<file path="src/rtl/arb_pkg.sv">
// rtl/arb_pkg.sv - shared types and constants for the 8-way round-robin arbiter
package arb_pkg;

  localparam int N_REQ = 8;
  localparam int SEL_W = 3;

  typedef logic [SEL_W-1:0] sel_t;
  typedef logic [N_REQ-1:0] req_t;

  typedef enum logic {
    IDLE = 1'b0,
    BUSY = 1'b1
  } arb_state_t;

  function automatic req_t onehot(input sel_t idx);
    return req_t'(1) << idx;
  endfunction

endpackage

</file>
<file path="src/rtl/rr_pick8.sv">
// rtl/rr_pick8.sv - combinational round-robin pick: first set bit of mask searching from last+1
module rr_pick8
  import arb_pkg::*;
(
  input  req_t       mask,
  input  sel_t       last,
  output sel_t       idx,
  output logic       found
);

  sel_t start;
  req_t rot;
  sel_t k;

  assign start = last + sel_t'(1);

  // rot[0] is the highest-priority candidate; 3-bit index arithmetic wraps modulo 8
  always_comb begin
    rot = '0;
    for (int i = 0; i < N_REQ; i++) begin
      rot[i] = mask[start + sel_t'(i)];
    end
  end

  always_comb begin
    k = '0;
    for (int i = N_REQ - 1; i >= 0; i--) begin
      if (rot[i]) k = sel_t'(i);
    end
  end

  assign found = |rot;
  assign idx   = start + k;

endmodule

</file>
<file path="src/rtl/rr_arbiter8.sv">
// rtl/rr_arbiter8.sv - round-robin arbiter for an 8:1 shared select mux with tenure limit
module rr_arbiter8
  import arb_pkg::*;
#(
  parameter int MAX_HOLD = 16
) (
  input  logic       clk,
  input  logic       reset_n,
  input  logic [7:0] req,
  output logic [7:0] gnt,
  output logic [2:0] sel,
  output logic       valid,
  output logic [7:0] owner_cnt
);

  localparam int CNT_W = (MAX_HOLD > 1) ? $clog2(MAX_HOLD) : 1;
  localparam logic [CNT_W-1:0] CNT_MAX = CNT_W'(MAX_HOLD - 1);

  arb_state_t       state_q, state_d;
  req_t             gnt_q, gnt_d;
  sel_t             sel_q, sel_d;
  sel_t             last_q, last_d;
  logic [CNT_W-1:0] cnt_q, cnt_d;

  req_t pick_mask;
  sel_t pick_last;
  sel_t pick_idx;
  logic pick_found;

  rr_pick8 u_pick (
    .mask  (pick_mask),
    .last  (pick_last),
    .idx   (pick_idx),
    .found (pick_found)
  );

  always_ff @(posedge clk or negedge reset_n) begin
    if (!reset_n) begin
      state_q <= IDLE;
      gnt_q   <= '0;
      sel_q   <= '0;
      last_q  <= sel_t'(N_REQ - 1);
      cnt_q   <= '0;
    end else begin
      state_q <= state_d;
      gnt_q   <= gnt_d;
      sel_q   <= sel_d;
      last_q  <= last_d;
      cnt_q   <= cnt_d;
    end
  end

  // While busy, the owner is masked and the search starts after it; this one
  // setting serves both release and timeout arbitration.
  always_comb begin
    pick_mask = req;
    pick_last = last_q;
    if (state_q == BUSY) begin
      pick_mask = req & ~gnt_q;
      pick_last = sel_q;
    end
  end

  always_comb begin
    state_d = state_q;
    gnt_d   = gnt_q;
    sel_d   = sel_q;
    last_d  = last_q;
    cnt_d   = cnt_q;
    case (state_q)
      IDLE: begin
        if (pick_found) begin
          state_d = BUSY;
          gnt_d   = onehot(pick_idx);
          sel_d   = pick_idx;
          cnt_d   = '0;
        end
      end
      BUSY: begin
        if (!req[sel_q]) begin
          last_d = sel_q;
          cnt_d  = '0;
          if (pick_found) begin
            gnt_d = onehot(pick_idx);
            sel_d = pick_idx;
          end else begin
            state_d = IDLE;
            gnt_d   = '0;
          end
        end else if (cnt_q == CNT_MAX) begin
          cnt_d = '0;
          if (pick_found) begin
            last_d = sel_q;
            gnt_d  = onehot(pick_idx);
            sel_d  = pick_idx;
          end
        end else begin
          cnt_d = cnt_q + CNT_W'(1);
        end
      end
      default: begin
        state_d = IDLE;
        gnt_d   = '0;
      end
    endcase
  end

  assign gnt       = gnt_q;
  assign sel       = sel_q;
  assign valid     = (state_q == BUSY);
  assign owner_cnt = 8'(cnt_q);

endmodule

</file>
<file path="config.mk">
export PLATFORM = sky130hd
export DESIGN_NAME = rr_arbiter8
export DESIGN_NICKNAME = d
export VERILOG_FILES = /design/src/rtl/arb_pkg.sv /design/src/rtl/rr_pick8.sv /design/src/rtl/rr_arbiter8.sv
export SDC_FILE = /design/constraint.sdc
export NUM_CORES = 1
export LEC_CHECK = 0
export ABC_CLOCK_PERIOD_IN_PS = 12140
export BUFFER_PORTS_ARGS = -buffer_cell sky130_fd_sc_hd__buf_2
export CELL_PAD_IN_SITES_DETAIL_PLACEMENT = 1
export CELL_PAD_IN_SITES_GLOBAL_PLACEMENT = 2
export CORE_UTILIZATION = 39
export DETAILED_ROUTE_END_ITERATION = 16
export GPL_TIMING_DRIVEN = 0
export MAX_ROUTING_LAYER = met4
export PLACE_DENSITY = 0.83
export SLEW_MARGIN = 20
export SYNTH_ARGS = -nofsm -noshare
export SYNTH_HDL_FRONTEND = slang
export SYNTH_HIERARCHICAL = 1
export SYNTH_SLANG_ARGS = --single-unit
</file>
<file path="constraint.sdc">
create_clock -name clk -period 12.14 [get_ports clk]
set_input_delay 1.821 -clock clk [delete_from_list [all_inputs] [get_ports clk]]
set_output_delay 1.821 -clock clk [all_outputs]
set_load 0.01 [all_outputs]
</file>
==> key figures, run 1 <==
Timing
  • Slew Limit Fails: 0
  • Worst-Margin Slew: roughly 0.76 ns
  • Fmax: approximately 190 MHz
  • Final period util: 43.0%
  • Setup TNS: 0 ns
  • RSZ-0062 raised after global routing: no
  • Slew margin rel.: between 40% and 50%
  • Final setup fails: 0
  • Final hold violations: 0
  • Clk_skew: 0.00609 ns
  • Min cycle time layout: 5.22 ns

Die
  • Initial core utilization: 41.1%
  • # rows: 24
  • IO Count: 30
  • Die Area: a little under 5000 um2
  • Die Y: 70.2 um
  • CORE AREA: 4410 um2
  • Die width: 70.2 um

Layout
  • Area Growth Syn to Fin: 13.6%
  • Proportion of layout cells with a drive suffix above 1: 36.0%
  • Layout Nets: about 220
  • Antenna fix cells: 0

Outcome
  • Status: finished clean

Place
  • Port Buf Inserts: 25
  • GP Congestion: 0.810
  • DP HPWL: 3680 um

Logic synthesis
  • Number of synthesized register bits: 19
  • Post-synth EDFFs: 0
  • Synth async-reset ratio: 100%
  • Post-Syn Area: 1810 um2
  • Top cell type by total area after synthesis: dfrtp_1
  • Synth Area in Compound Gates: 23.7%
  • Post-Syn Instances: 171
  • Seq/Total Area, Yosys: between 20% and 30%
  • Synth warnings: 6
  • Synth Area in XOR/XNOR: about 4.4%
  • Cell variety after synth: 63
  • Post-synthesis simple-gate area fraction: 13.7%
  • Avg Cell Area, Syn: approximately 11 um2
  • Ranking of synthesized cells by area: dfrtp_1, mux2_2, mux2i_1
  • Adder-Cell Fraction of Synth Area: 3.86%
  • Largest family of logic cells by synthesized area: compound AO/OA/AOI/OAI gates
  • Multiplexer area fraction after synthesis: 20.8%
  • Share of the synthesized area in the top cell type: 22.1%
  • Synth Flop Type: dfrtp_1

Route
  • Routed Antenna Nets: 0
  • Vias per cell: 5.86
  • Pre-antenna DRT Iters: 4
  • DRC errors left: 0
  • Drt wl/cell: 18.0 um
  • DRT iter0 DRCs: 65
  • Vias: around 1500
  • Routed Wire Length: 4580 um

Critical path
  • Critical path type: input port to flip-flop
  • WP data required: 12.27 ns
  • Crit path max fanout: 6
  • CP arrival: 5.36 ns
  • Setup crit end kind: flip-flop
  • CP Launch Type: input port

GRT
  • Initial antenna violation count: 0
  • Largest net degree at the start of global routing: 20
  • Global-route wire length before repair: 8070 um
  • Vias in the first global route: ~1600
  • Total track usage: 20.8%
  • Global route overflow: 0

Clock tree
  • Postcts setup bufs: 0
  • Cts bufs inserted: 3
  • Clock latency on the worst-skew pair: about 0.25 ns
  • Root Driver: clkbuf_8
  • CTS tree: done
  • CTS sink count: 19
  • Hold buffer count at cts: 0
  • Cells resized by post-CTS repair: 0
  • Clock transition at the registers of the reported paths: around 0.07 ns
  • CTS max path bufs: 2
  • CTS H-tree lvls: 1

Job
  • Max cap viols: 0

Worst hold path
  • Worst Hold Class: flip-flop to flip-flop
[cell families after synthesis]
family,count (synthesis)
muxes,30
DFF,19
xor gates and xnor gates,7
other,1
buffers and inverters,17
adders and majority gates,5
AOI/OAI and AO/OA,52
and+or+nand+nor,40
[layout by cell type (no fill, tap or decap), types with 2 or more instances in the layout]
master	count
mux2_2	12
o32ai_1	3
a21oi_1	4
buf_4	4
clkbuf_8	6
dfstp_2	3
a31oi_1	2
buf_6	2
clkbuf_1	2
o21ai_0	4
o21ai_1	2
nor2_1	8
xnor2_1	6
nor3_1	6
dfrtp_1	16
mux4_2	2
o22ai_1	4
ha_1	4
a21boi_0	8
inv_1	6
nand2_1	6
a32o_1	5
nor2b_1	3
conb_1	4
a22o_2	5
mux2i_1	13
nand3b_1	2
buf_2	25
[metal layers]
metal | vias to the layer above | wire length [um] | global-route usage [%] | part of all wire [%]
met4 | 0 | 25 | 3.33 | 0.55
met3 | 2 | 83 | 1.30 | 1.8
met2 | 26 | 2470 | 38.0 | 54
met5 | - | 0 | - | 0
li1 | 713 | - | - | -
met1 | 754 | 2010 | 25.5 | 44
[stage by stage]
stage                     cell area, um2  setup WS (ns)  hold WS [ns]  utilization, %  instances
after floorplan                     1820           7.35         0.546               -        174
after global placement              2010           6.78         0.513            45.6        251
after global routing                2060           6.62         0.570            46.7        255
final                               2060           6.92         0.532            46.7        255
after CTS                           2060           6.92         0.539            46.7        255
after detailed placement            2010           6.68         0.515            45.6        251
[worst max-delay path: stages]
cell and delay, ns:
buf_2 0.11, a21boi_0 0.21, mux4_2 0.62, or3_1 0.38
o311a_1 0.14, o22ai_1 0.12, o21ai_0 0.11, a21oi_1 0.18
ha_1 0.16, inv_1 0.05, fa_1 0.38, xnor2_1 0.15
xnor2_1 0.50, nor2b_1 0.13, a32o_1 0.29
[final cells by class]
cell class | count | area (um2)
plain buffers | 10 | 97.6
clock buffers | 4 | 45.0
fillers | 510 | 2350
inverters | 7 | 26.3
multi-input cells | 138 | 1220
flip-flops and latches | 19 | 479
well taps | 52 | 65.1
repair buffers | 25 | 125
[flip-flops by register name (all words and copies together) (netlist names)]
name    cells
valid       1
cnt_q       4
sel         3
last_q      3
gnt         8
[cell usage after synthesis (2+ instances only)]
cell / instances
o32ai_1: 3
nor2_1: 8
o21ai_1: 2
xnor2_1: 6
clkbuf_8: 3
buf_4: 4
a22o_2: 5
buf_6: 2
a21boi_0: 8
nand2_1: 6
ha_1: 4
nor3_1: 6
mux2i_1: 13
o21ai_0: 4
mux4_2: 2
dfrtp_1: 16
a21oi_1: 4
dfstp_2: 3
nor2b_1: 3
o22ai_1: 4
a32o_1: 5
a31oi_1: 2
nand3b_1: 2
mux2_2: 12
inv_1: 6
[final timing paths]
| check | cells past startpoint | end | slack [ns] | start |
|---|---|---|---|---|
| min | 1 | gnt[2] | 0.53 | gnt[2] |
| max in group asynchronous | 1 | last_q[0] | 10.32 | reset_n |
| max | 15 | gnt[3] | 6.92 | req[4] |
| min in group asynchronous | 1 | cnt_q[0] | 1.50 | reset_n |
| max reg2reg | 19 | gnt[3] | 7.01 | valid |
| min reg2reg | 1 | gnt[2] | 0.53 | gnt[2] |
Power of run 1 is not shown: default switching activity piles up to over one toggle a cycle in this logic, so the estimate is an artifact.
==> run 2: changes to the inputs <==
--- a/config.mk
+++ b/config.mk
@@ -5,15 +5,16 @@
 export SDC_FILE = /design/constraint.sdc
 export NUM_CORES = 1
 export LEC_CHECK = 0
-export ABC_CLOCK_PERIOD_IN_PS = 12140
+export ABC_AREA = 1
+export ABC_CLOCK_PERIOD_IN_PS = 5300
 export BUFFER_PORTS_ARGS = -buffer_cell sky130_fd_sc_hd__buf_2
 export CELL_PAD_IN_SITES_DETAIL_PLACEMENT = 1
 export CELL_PAD_IN_SITES_GLOBAL_PLACEMENT = 2
-export CORE_UTILIZATION = 39
+export CORE_UTILIZATION = 30
 export DETAILED_ROUTE_END_ITERATION = 16
 export GPL_TIMING_DRIVEN = 0
 export MAX_ROUTING_LAYER = met4
-export PLACE_DENSITY = 0.83
+export PLACE_DENSITY = 0.77
 export SLEW_MARGIN = 20
 export SYNTH_ARGS = -nofsm -noshare
 export SYNTH_HDL_FRONTEND = slang
==> constraint.sdc (replaced) <==
create_clock -name clk -period 5.3 [get_ports clk]
set_input_delay 0.795 -clock clk [delete_from_list [all_inputs] [get_ports clk]]
set_output_delay 0.795 -clock clk [all_outputs]
set_load 0.01 [all_outputs]
==> key figures, run 2 <==
Outcome
  • Status: finished clean (unchanged)

Die
  • Initial core utilization: 31.2% (was 41.1%)
  • Die Area: 6980 um2 (was 4930 um2)
  • # rows: 29 (was 24)
  • IO Count: 30 (unchanged)
  • Die width: 83.6 um (was 70.2 um)
  • CORE AREA: 6390 um2 (was 4410 um2)
  • Die Y: 83.6 um (was 70.2 um)

Logic synthesis
  • Post-synth EDFFs: 0 (unchanged)
  • Commonest cells in the netlist: nand2_1, inv_1, nand3_1 (was dfrtp_1, mux2i_1, mux2_2)
  • Ranking of synthesized cells by area: nand2_1, dfrtp_1, inv_1 (was dfrtp_1, mux2_2, mux2i_1)
  • Most common cell in the netlist: nand2_1 (was dfrtp_1)
  • Cell variety after synth: 31 (was 63)
  • Synth warnings: 6 (unchanged)
  • Top cell type by total area after synthesis: nand2_1 (was dfrtp_1)
  • Synth async-reset ratio: 100% (unchanged)
  • Post-Syn Instances: 325 (was 171)
  • Avg Cell Area, Syn: 6.14 um2 (was 10.6 um2)
  • Number of synthesized register bits: 19 (unchanged)
  • Share of the synthesized area in the top cell type: 26.3% (was 22.1%)
  • Seq/Total Area, Yosys: 24.0% (was 26.4%)
  • Post-Syn Area: 2000 um2 (was 1810 um2)
  • Synth Flop Type: dfrtp_1 (unchanged)

Route
  • Routed Wire Length: 5680 um (was 4580 um)
  • DRT iter0 DRCs: 44 (was 65)
  • Pre-antenna DRT Iters: 4 (unchanged)
  • Drt wl/cell: 13.1 um (was 18.0 um)
  • Vias: 2019 (was 1495)
  • Vias per cell: 4.65 (was 5.86)
  • DRC errors left: 0 (unchanged)
  • Routed Antenna Nets: 0 (unchanged)

Timing
  • Worst-Margin Slew: 0.853 ns (was 0.759 ns)
  • RSZ-0062 raised after global routing: no (unchanged)
  • Final hold violations: 0 (unchanged)
  • Clk_skew: 0.00641 ns (was 0.00609 ns)
  • Slew Limit Fails: 0 (unchanged)
  • Final setup fails: 0 (unchanged)
  • Slew margin rel.: 42.5% (was 49.1%)
  • Fmax: 218 MHz
  • Min cycle time layout: roughly 4.6 ns
  • Final period util: roughly 87%
  • Setup TNS: 0 ns (unchanged)

Critical path
  • CP Launch Type: flip-flop (was input port)
  • Worst r2r path cells: 31 (was 19)
  • R2r setup slk: 0.71 ns (was 7.01 ns)
  • R2R Path End: gnt[3] (unchanged)
  • R2r startpoint: valid (unchanged)
  • Setup crit end kind: flip-flop (unchanged)
  • Cell mode on critical path: nand2_1 (was xnor2_1)
  • CP arrival: 4.79 ns (was 5.36 ns)
  • Buf+Inv Stages, Crit Path: 8 (was 2)
  • Critical path's top delay family: simple AND/OR/NAND/NOR gates (was compound AO/OA/AOI/OAI gates)
  • Critical path type: flip-flop to flip-flop (was input port to flip-flop)
  • Critical path's slowest cell: buf_1 (was mux4_2)
  • WP data required: 5.50 ns (was 12.27 ns)
  • CP peak stage delay: 0.39 ns (was 0.62 ns)
  • Crit path max fanout: 11 (was 6)

Layout
  • Largest register FFs: 8 (unchanged)
  • Footprint of the multi-input gates: 1240 um2 (was 1220 um2)
  • Finished Core Util: 35.7% (was 46.7%)
  • Layout Nets: 373 (was 219)
  • Fillers: 866 (was 510)
  • FF+latch area: 479 um2 (unchanged)
  • Proportion of layout cells with a drive suffix above 1: 22.1% (was 36.0%)
  • Area Growth Syn to Fin: 14.1% (was 13.6%)
  • Antenna fix cells: 0 (unchanged)
  • Most frequent cells in the layout: nand2_1, inv_1, nand3_1 (was buf_2, dfrtp_1, mux2i_1)
  • Finished Layout Cells: 434 (was 255)
  • Most common cell after layout, fill and taps aside: nand2_1 (was buf_2)

GRT
  • Global route overflow: 0 (unchanged)
  • Largest net degree at the start of global routing: 20 (unchanged)
  • Total track usage: 17.7% (was 20.8%)
  • Global-route wire length before repair: 9710 um (was 8070 um)
  • Vias in the first global route: 2012 (was 1622)
  • Initial antenna violation count: 0 (unchanged)

Worst hold path
  • Worst Hold Class: input port to async pin (was flip-flop to flip-flop)

Clock tree
  • CTS max path bufs: 2 (unchanged)
  • Postcts setup bufs: 0 (unchanged)
  • CTS sink count: 19 (unchanged)
  • Clock latency on the worst-skew pair: 0.26 ns (was 0.25 ns)
  • CTS tree: done (unchanged)
  • Cts bufs inserted: 3 (unchanged)
  • Clock transition at the registers of the reported paths: 0.08 ns (was 0.07 ns)
  • Root Driver: clkbuf_8 (unchanged)
  • CTS H-tree lvls: 1 (unchanged)

Job
  • Max cap viols: 0 (unchanged)

Place
  • Port Buf Inserts: 25 (unchanged)
  • GP Congestion: 0.767 (was 0.810)
  • DP HPWL: 4670 um (was 3680 um)
  • DP Cell Count: 430 (was 251)
run 2: cell types whose count changed in the layout (fill, tap and decap cells not counted), sizes merged, moves of 5 or more:
| cell | change |
|---|---|
| nand2 | +149 |
| inv | +42 |
| nand3 | +32 |
| mux2 | -13 |
| mux2i | -13 |
| nor2 | +12 |
| a21boi | -8 |
| a21oi | +7 |
| a22o | -6 |
| nor3 | -6 |
| a32o | -5 |
| buf | +5 |
run 2: layout make-up:
cell class	count	share of cell area, %
plain buffers	12	4.45
clock buffers	4	1.98
inverters	48	8.13
multi-input cells	249	54.7
flip-flops and latches	19	21.0
well taps	77	4.23
repair buffers	25	5.49
run 2: worst max-delay path by stage:
stage / startpoint / to / slack [ns] / cells past startpoint
after CTS: valid / gnt[3] / 0.39 / 31
after global placement: valid / gnt[1] / 0.43 / 31
final: valid / gnt[3] / 0.71 / 31
after global routing: valid / gnt[3] / 0.16 / 32
after detailed placement: valid / gnt[3] / 0.41 / 29
after floorplan: valid / gnt[2] / 1.22 / 31
run 2: what timing repair did:
action | CTS | global route
hold buffers | 0 | 0
resized for setup | 0 | 1
setup endpoints to repair | 0 | 1
run 2: worst reg2reg max path: cells and delay by family, from the launching register on:
kind                       cells  cell delay, ns
and+or+nand+nor               16            1.51
DFF                            1            0.34
buffers and inverters          8            1.22
xor gates and xnor gates       1            0.15
adders and majority gates      3            0.88
AOI/OAI and AO/OA              3            0.45
run 2: logic make-up after synthesis:
logic type / share of synthesized area, %
simple gates: 49.2
xor+xnor: 1.32
flops: 24.0
other cells: 0.188
compound gates: 7.46
buf+inv: 14.4
fa+ha+maj: 3.51
run 2: per-stage QoR:
stage,worst slack (ns),hold slack (ns),cell area (um2)
global route,0.158,0.502,2280
global placement,0.432,0.467,2230
floorplan,1.22,0.453,2010
CTS,0.390,0.480,2270
detailed placement,0.412,0.471,2230
finish,0.710,0.470,2280
run 2: layer usage:
layer | track usage (%) | part of all wire (%) | up-vias
met1 | 24.5 | 51 | 951
met4 | 1.85 | 0.28 | 0
met3 | 2.77 | 2.4 | 4
met5 | - | 0 | -
met2 | 28.1 | 46 | 20
li1 | - | - | 1044
Power of run 2 is left out for the same reason.
==> run 3: changes to the inputs <==
--- a/config.mk
+++ b/config.mk
@@ -12,7 +12,7 @@
 export CELL_PAD_IN_SITES_GLOBAL_PLACEMENT = 2
 export CORE_UTILIZATION = 30
 export DETAILED_ROUTE_END_ITERATION = 16
-export GPL_TIMING_DRIVEN = 0
+export GPL_TIMING_DRIVEN = 1
 export MAX_ROUTING_LAYER = met4
 export PLACE_DENSITY = 0.77
 export SLEW_MARGIN = 20
==> key figures, run 3 (synthesis results as in run 2) <==
Timing
  • Min cycle time layout: 4.65 ns (was 4.59 ns)
  • Clk_skew: 0.0102 ns (was 0.00641 ns)
  • Slew margin rel.: 48.1% (was 42.5%)
  • Worst-Margin Slew: 0.770 ns (was 0.853 ns)
  • RSZ-0062 raised after global routing: no (unchanged)
  • Final hold violations: 0 (unchanged)
  • Final period util: 87.7% (was 86.6%)
  • Final setup fails: 0 (unchanged)
  • Final Worst Setup Slack: 0.654 ns (was 0.710 ns)
  • Slew Limit Fails: 0 (unchanged)
  • Setup TNS: 0 ns (unchanged)
  • Worst hold slack: 0.465 ns (was 0.470 ns)
  • Fmax: 215 MHz (was 218 MHz)

Route
  • DRT iter0 DRCs: 49 (was 44)
  • Drt wl/cell: 13.6 um (was 13.1 um)
  • Routed Antenna Nets: 0 (unchanged)
  • Vias per cell: 4.70 (was 4.65)
  • Routed Wire Length: 5750 um (was 5680 um)
  • DRC errors left: 0 (unchanged)
  • Pre-antenna DRT Iters: 4 (unchanged)
  • Vias: 1992 (was 2019)

Layout
  • Antenna fix cells: 0 (unchanged)
  • Area Growth Syn to Fin: 9.66% (was 14.1%)
  • Proportion of layout cells with a drive suffix above 1: 20.5% (was 22.1%)
  • Most frequent cells in the layout: nand2_1, inv_1, nand3_1 (unchanged)
  • Most common cell after layout, fill and taps aside: nand2_1 (unchanged)
  • Post-route cell area: 2190 um2 (was 2280 um2)
  • Layout Nets: 363 (was 373)
  • Largest register FFs: 8 (unchanged)

Clock tree
  • CTS H-tree lvls: 1 (unchanged)
  • Clock transition at the registers of the reported paths: 0.08 ns (about the same)
  • Postcts setup bufs: 0 (unchanged)
  • Clock latency on the worst-skew pair: 0.26 ns (about the same)
  • Cts bufs inserted: 3 (unchanged)
  • Cells resized by post-CTS repair: 0 (unchanged)
  • Root Driver: clkbuf_8 (unchanged)
  • CTS tree: done (unchanged)
  • CTS max path bufs: 2 (unchanged)
  • Hold buffer count at cts: 0 (unchanged)
  • CTS sink count: 19 (unchanged)

Critical path
  • Critical path type: flip-flop to flip-flop (unchanged)
  • R2R Path End: gnt[2] (was gnt[3])
  • CP endpoint: gnt[2] (was gnt[3])
  • Crit path max fanout: 20 (was 11)
  • Cell mode on critical path: nand2_1 (unchanged)
  • R2r setup slk: 0.65 ns (was 0.71 ns)
  • CP startpoint: valid (unchanged)
  • CP arrival: 4.84 ns (was 4.79 ns)
  • Setup crit end kind: flip-flop (unchanged)
  • Worst r2r path cells: 29 (was 31)
  • CP peak stage delay: 0.82 ns (was 0.39 ns)
  • CP Launch Type: flip-flop (unchanged)
  • Critical path's slowest cell: dfrtp_1 (was buf_1)
  • WP data required: 5.50 ns (about the same)
  • R2r startpoint: valid (unchanged)

GRT
  • Global route overflow: 0 (unchanged)
  • Initial antenna violation count: 0 (unchanged)
  • Largest net degree at the start of global routing: 21 (was 20)
  • Global-route wire length before repair: 10100 um (was 9710 um)
  • Total track usage: 17.9% (was 17.7%)
  • Vias in the first global route: 2018 (was 2012)

Job
  • Max cap viols: 0 (unchanged)

Die
  • # rows: 29 (unchanged)
  • Die Y: 83.6 um (unchanged)
  • Initial core utilization: 31.2% (unchanged)
  • CORE AREA: 6390 um2 (unchanged)
  • Die Area: 6980 um2 (unchanged)
  • Die width: 83.6 um (unchanged)
  • IO Count: 30 (unchanged)

Place
  • Dpl ws: 0.665 ns (was 0.412 ns)
  • DP HPWL: 4600 um (was 4670 um)
  • Placed Area: 2140 um2 (was 2230 um2)
  • GP Congestion: 0.735 (was 0.767)
  • Port Buf Inserts: 25 (unchanged)

Worst hold path
  • Worst Hold Class: input port to async pin (unchanged)

Outcome
  • Status: finished clean (unchanged)
## run 3: through the flow
step,cells,utilization (%)
2_1_floorplan,328,-
3_3_place_gp,420,33.5
3_5_place_dp,420,33.5
4_1_cts,424,34.3
5_1_grt,424,34.3
6_report,424,34.3
## run 3: worst min-delay path by stage
stage | from | end | cells after the start
2_1_floorplan | last_q[0] | last_q[0] | 2
3_3_place_gp | last_q[1] | last_q[1] | 2
3_5_place_dp | last_q[1] | last_q[1] | 2
4_1_cts | reset_n | cnt_q[3] | 1
5_1_grt | reset_n | cnt_q[3] | 1
6_report | reset_n | cnt_q[3] | 1
## run 3: cell type report
cell class                      instances  area, um2
Clock buffer                            3       41.3
Clock inverter                          1       5.00
Fill cell                             868       4200
Inverter                               48        185
Multi-Input combinational cell        249       1240
Sequential cell                        19        479
Tap cell                               77       96.3
Timing Repair Buffer                   27        140
## run 3: worst max-delay path: cells and delay by family, from the launching register on
kind                     cells  cell delay, ns
adder cells (fa/ha/maj)      3            1.11
AO/OA/AOI/OAI                3            0.34
XOR/XNOR                     1            0.15
flip-flops                   1            0.82
buffers and inverters        5            0.62
AND/OR/NAND/NOR             17            1.54
## run 3: metal layers
layer | wire [um] | track usage (%) | vias to the layer above
li1 | - | - | 1025
met1 | 2970 | 24.6 | 941
met2 | 2610 | 28.8 | 24
met3 | 143 | 2.47 | 2
met4 | 21 | 2.00 | 0
met5 | 0 | - | -
Power of run 3 is left out for the same reason.
